`src/rtl/bfp_pkg.sv`:
```
// Shared definitions for the block-floating-point exponent/mantissa control path:
// scheduler state encoding and frame counter sizing.
package bfp_pkg;
  typedef enum logic {COLLECT = 1'b0, DRAIN = 1'b1} state_t;

  localparam int LANES         = 2;
  localparam int FRAME_LEN_DEF = 8;
  localparam int CNT_W         = $clog2(FRAME_LEN_DEF + 1);

  // Counter must hold the value FRAME_LEN itself, not just FRAME_LEN-1.
  function automatic int cnt_width(input int frame_len);
    return $clog2(frame_len + 1);
  endfunction
endpackage

```
`src/rtl/bfp_exp_scheduler_max3.sv`:
```
// Combinational three-way unsigned max: running frame max against both lanes of a pair.
module exp_max3 #(
  parameter int W = 3
) (
  input  logic [W-1:0] i_a,
  input  logic [W-1:0] i_b,
  input  logic [W-1:0] i_c,
  output logic [W-1:0] o_max
);
  logic [W-1:0] w_ab;

  assign w_ab  = (i_a > i_b) ? i_a : i_b;
  assign o_max = (w_ab > i_c) ? w_ab : i_c;
endmodule

```
`src/rtl/bfp_exp_scheduler.sv`:
```
// Frame-level block-exponent scheduler: buffers a frame of exponent pairs, tracks the
// frame max, then replays the frame as per-lane right-shift offsets (max - exp).
module bfp_exp_scheduler
  import bfp_pkg::*;
#(
  parameter int expWidth  = 3,
  parameter int FRAME_LEN = 8
) (
  input  logic                  clk,
  input  logic                  rst_n,
  input  logic                  in_valid,
  output logic                  in_ready,
  input  logic [2*expWidth-1:0] in_exp,
  input  logic                  in_last,
  output logic                  out_valid,
  input  logic                  out_ready,
  output logic [2*expWidth-1:0] out_offset,
  output logic [expWidth-1:0]   out_max_exp,
  output logic                  out_last,
  output logic                  busy
);
  localparam int CW = cnt_width(FRAME_LEN);
  localparam int AW = $clog2(FRAME_LEN);

  typedef logic [LANES-1:0][expWidth-1:0] pair_t;

  state_t              r_state;
  pair_t               r_buf [FRAME_LEN];
  logic [CW-1:0]       r_wr_cnt, r_rd_cnt, r_n;
  logic [expWidth-1:0] r_run_max, r_max;
  logic                r_out_vld, r_out_last, r_busy;
  pair_t               r_out_off;
  logic [expWidth-1:0] r_out_max;

  pair_t               w_in, w_first, w_next, w_off_first, w_off_next;
  logic [expWidth-1:0] w_max;
  logic [CW-1:0]       w_wr_nxt, w_rd_nxt;
  logic                w_accept, w_close;

  assign in_ready = (r_state == COLLECT);
  assign w_in     = in_exp;
  assign w_accept = in_valid && in_ready;
  assign w_wr_nxt = r_wr_cnt + CW'(1);
  assign w_rd_nxt = r_rd_cnt + CW'(1);
  assign w_close  = w_accept && (in_last || (w_wr_nxt == CW'(FRAME_LEN)));

  exp_max3 #(.W(expWidth)) u_max3 (
    .i_a   (r_run_max),
    .i_b   (w_in[0]),
    .i_c   (w_in[1]),
    .o_max (w_max)
  );

  // Entry 0 is being written on the closing beat of a single-beat frame; bypass it.
  assign w_first = (r_wr_cnt == '0) ? w_in : r_buf[0];
  assign w_next  = r_buf[w_rd_nxt[AW-1:0]];

  for (genvar k = 0; k < LANES; k++) begin : g_lane
    assign w_off_first[k] = w_max - w_first[k];
    assign w_off_next[k]  = r_max - w_next[k];
  end

  always_ff @(posedge clk) begin
    if (w_accept) r_buf[r_wr_cnt[AW-1:0]] <= w_in;
  end

  always_ff @(posedge clk or negedge rst_n) begin
    if (!rst_n) begin
      r_state    <= COLLECT;
      r_wr_cnt   <= '0;
      r_rd_cnt   <= '0;
      r_n        <= '0;
      r_run_max  <= '0;
      r_max      <= '0;
      r_out_vld  <= 1'b0;
      r_out_off  <= '0;
      r_out_max  <= '0;
      r_out_last <= 1'b0;
      r_busy     <= 1'b0;
    end else begin
      case (r_state)
        COLLECT: begin
          if (w_accept) begin
            r_wr_cnt  <= w_wr_nxt;
            r_run_max <= w_max;
          end
          if (w_close) begin
            r_n        <= w_wr_nxt;
            r_max      <= w_max;
            r_rd_cnt   <= '0;
            r_out_vld  <= 1'b1;
            r_out_off  <= w_off_first;
            r_out_max  <= w_max;
            r_out_last <= (w_wr_nxt == CW'(1));
            r_busy     <= 1'b1;
            r_state    <= DRAIN;
          end
        end
        DRAIN: begin
          if (out_ready) begin
            if (r_out_last) begin
              r_wr_cnt   <= '0;
              r_rd_cnt   <= '0;
              r_run_max  <= '0;
              r_out_vld  <= 1'b0;
              r_out_off  <= '0;
              r_out_max  <= '0;
              r_out_last <= 1'b0;
              r_busy     <= 1'b0;
              r_state    <= COLLECT;
            end else begin
              r_rd_cnt   <= w_rd_nxt;
              r_out_off  <= w_off_next;
              r_out_last <= (w_rd_nxt == r_n - CW'(1));
            end
          end
        end
        default: r_state <= COLLECT;
      endcase
    end
  end

  assign out_valid   = r_out_vld;
  assign out_offset  = r_out_off;
  assign out_max_exp = r_out_max;
  assign out_last    = r_out_last;
  assign busy        = r_busy;
endmodule
```
`config.mk`:
```
export PLATFORM = sky130hd
export DESIGN_NAME = bfp_exp_scheduler
export DESIGN_NICKNAME = d
export VERILOG_FILES = /design/src/rtl/bfp_pkg.sv /design/src/rtl/bfp_exp_scheduler_max3.sv /design/src/rtl/bfp_exp_scheduler.sv
export SDC_FILE = /design/constraint.sdc
export NUM_CORES = 1
export LEC_CHECK = 0
export ABC_CLOCK_PERIOD_IN_PS = 3400
export CAP_MARGIN = 15
export CORE_AREA = 2 2 127 67
export CTS_CLUSTER_SIZE = 25
export DETAILED_ROUTE_END_ITERATION = 8
export DIE_AREA = 0 0 129 69
export PLACE_DENSITY = 0.75
export SKIP_CTS_REPAIR_TIMING = 1
export SLEW_MARGIN = 15
export SYNTH_ARGS = -nofsm -noshare
export SYNTH_HDL_FRONTEND = slang
export SYNTH_SLANG_ARGS = --single-unit
```
`constraint.sdc`:
```
create_clock -name clk -period 3.4 [get_ports clk]
set_input_delay 1.02 -clock clk [delete_from_list [all_inputs] [get_ports clk]]
set_output_delay 1.02 -clock clk [all_outputs]
set_load 0.005 [all_outputs]
```
==> metrics.md <==
| Metric | Value |
|---|---|
| Outcome | finished with violations |
| Failing checks | setup timing |
| Synthesized area | around 0.0038 mm2 |
| Final Hold Fails | 0 |
| Post-place setup slack | -1.452 ns |
| Commonest non-fill, non-tap cell in the layout | edfxtp_1 |
| Final nets | 375 |
| Comb pwr share | between 50 and 60% |
| Yosys warns | 0 |
| Number of global-route vias before repair | 2,577 |
| Initial antenna violation count | 0 |
| Clock-pin slew on the worst setup and hold paths | approximately 0.06 ns |
| Measured slew at the worst slew-check pin | ~0.85 ns |
| Ports | 24 |
| GRT Total Usage | 21.86% |
| CTS tree | built |
| Clk_skew | between 0.004 and 0.005 ns |
| Commonest non-fill, non-tap cells in the layout | 48 x edfxtp_1, 37 x buf_4, 30 x dfrtp_1 |
| First-pass GRT wire length | 14,350 um |
| Deepest level of the CTS H-tree | 3 |
| Die X | around 130 um |
| Avg Inst Size Synth | 13.39 um2 |
| Clk sinks | 78 |
| Vias per cell | ~5.6 |
| Worst vdd ir | 0.4808 mV |
| Tmin final | 3.956 ns |
| Cell Count, Final, Fillers Out | 463 |
| Reg power frac | roughly 29% |
| Area grow syn2layout | 28.89% |
| Type of the worst setup path | primary input to flip-flop |
| Relative slew slack | approximately 43% |
| Row cnt | 23 |
| Share of cells above drive strength 1 | slightly below 30% |
| Min-Delay Path Class | flip-flop to flip-flop |
| Core area | 0.007799 mm2 |
| Async set-reset flop share out of synthesis | 38.46% |
| TritonCTS Buffers | 9 |
| Crit path launch type | primary input |
| Final worst slack | -0.5563 ns |
| Avg WL per Cell | between 15 and 20 um |
| Detailed placer's ending HPWL | 6671 um |
| Cells after synthesis | around 290 |
| Bufs on Longest Clock Path | 2 |
| Slew Viols, Final | 0 |
| Setup TNS | -1.816 ns |
| Switch share | a little over a third |
| Hold Slack | approximately 0.50 ns |
| CP Capture Type | flip-flop |
| Post-synthesis cell type count | 42 |
| Register area | 0.002192 mm2 |
| RSZ-0062 raised after global routing | true |
| Period utilization | 116.4% |
| Net Count, Synth | between 300 and 400 |
| Pleak | between 1.5 and 2 nW |
| Layout fillers | between 500 and 600 |
| Required time of the critical path | around 3.7 ns |
| Critical Path Fanout Max | 4 |
| Drt drc | 0 |
| IO Port Bufs | 23 |
| PwrDens | 1011 mW/mm2 |
| Placed cell area | 0.004479 mm2 |
| Post-Route WL | between 9000 and 10,000 um |
| DRT Pass-1 Iters | 4 |
| Internal power | 0.003160 W |
| Post-synthesis sequential area ratio | 57.25% |
| Grt ovf | 0 |
| Yosys top cell area share | 37.65% |
| Sw Pwr | 0.001827 W |
| Largest net degree at the start of global routing | 31 |
| Final setup violation count | 4 |
| Crit path DAT | ~4.2 ns |
| Area contributors post-synth | edfxtp_1 38%, dfrtp_1 20%, mux4_2 7.1% |
| Routability cong. | slightly above 0.9 |
| MaxCap Viol Count | 0 |
| Post-synth top area cell | edfxtp_1 |
| Clk pwr share | between 10% and 20% |
| Footprint of the multi-input gates | around 0.0017 mm2 |
| Clock root buffer | clkbuf_16 |
| Fmax | 252.8 MHz |
| Initial core utilization | 49.09% |
| Yosys reg bits | a little under 80 |
| DR vias | ~2,600 |
| Iter 0 DRT Violations | between 300 and 400 |
| EDFF count, synth | 48 |
| Placed Cells | 442 |
| Final instance area | between 0.004 and 0.005 mm2 |
| Post-DRT Antenna Nets | 0 |
| Ys flop type | edfxtp_1 |
| Antenna diodes | 0 |
| Chip height | a little under 70 um |
| Die area | approximately 0.0089 mm2 |
| Clock Latency Late Sink | between 0.3 and 0.4 ns |
stage by stage:
stage	total power [W]	util, %
2_1_floorplan	0.002819	-
3_3_place_gp	0.003577	57.44
3_5_place_dp	0.003659	57.44
4_1_cts	0.004664	61.42
5_1_grt	0.005280	63.28
6_report	0.004987	63.28
cells in the mapped netlist (all sizes together) (2+ instances only):
cell type	count
edfxtp	48
dfrtp	30
nand2	24
inv	18
ha	14
nor2	14
mux4	12
o21ai	12
xnor2	12
mux2	9
mux2i	9
a22o	8
buf	8
nand3	7
nor3	7
a21oi	6
a31oi	4
fa	4
xor2	4
a21o	3
clkbuf	3
nand2b	3
o21a	3
o221ai	3
a211oi	2
a32oi	2
and2	2
o211ai	2
or4	2
final cells by class:
class,instances,area share [%]
Clock buffer,12,5.223
Timing Repair Buffer,60,10.45
Clock inverter,4,1.065
Tap cell,112,2.840
Sequential cell,78,44.42
Multi-Input combinational cell,179,34.43
Inverter,18,1.572
kinds of logic (layout without fill, tap and decap cells):
family	count (synthesis)	after routing	share of synthesized area, %
and+or+nand+nor	65	65	8.072
DFF	78	78	57.25
adders and majority gates	18	18	6.667
xor gates and xnor gates	16	16	3.660
muxes	30	30	12.06
buffers and inverters	29	94	3.170
AOI/OAI and AO/OA	50	50	9.118
per-layer routing:
| metal | track usage [%] | part of all wire (%) | up-vias |
|---|---|---|---|
| li1 | - | - | 1182 |
| met1 | 33.64 | 45 | 1309 |
| met2 | 29.75 | 43 | 112 |
| met3 | 7.764 | 11 | 8 |
| met4 | 4.589 | 0.97 | 0 |
| met5 | 0 | 0 | - |
worst max-delay path: stages:
cell and delay [ns]:
buf_8 0.08, clkinv_4 0.04, ha_4 0.27, nand2b_4 0.06, buf_4 0.14, a21o_1 0.17, a21o_1 0.18, ha_1 0.31
a21oi_1 0.20, nand2_2 0.12, buf_4 0.16, a31oi_1 0.21, inv_1 0.14, fa_2 0.42, xnor2_2 0.14, or4_1 0.50
nand3_1 0.08
power groups by stage:
stage | registers [W] | clock network (W) | logic [W]
2_1_floorplan | 0.00137 | 0 | 0.00145
4_1_cts | 0.00144 | 0.00100 | 0.00223
6_report | 0.00145 | 0.000991 | 0.00255
3_3_place_gp | 0.00144 | 0 | 0.00213
3_5_place_dp | 0.00145 | 0 | 0.00221
5_1_grt | 0.00148 | 0.00104 | 0.00276
registers in the layout, summed over array words and instances (netlist names):
| signal | flops |
|---|---|
| busy | 1 |
| out_last | 1 |
| out_max_exp | 3 |
| out_offset | 6 |
| r_buf | 48 |
| r_max | 3 |
| r_n | 4 |
| r_rd_cnt | 4 |
| r_run_max | 3 |
| r_state | 1 |
| r_wr_cnt | 4 |
final timing paths:
path	end	slack, ns	from	depth (start not counted)
worst min-delay path	out_offset[4]	0.50	out_offset[4]	1
worst max-delay path	out_offset[5]	-0.56	in_exp[1]	17
max in group asynchronous	r_wr_cnt[1]	2.04	rst_n	2
worst max register to register	out_offset[5]	-0.21	r_run_max[0]	16
min in group asynchronous	out_offset[4]	1.07	rst_n	2
worst min register to register	out_offset[4]	0.50	out_offset[4]	1
Note: power is estimated with default switching activity, not from simulation.
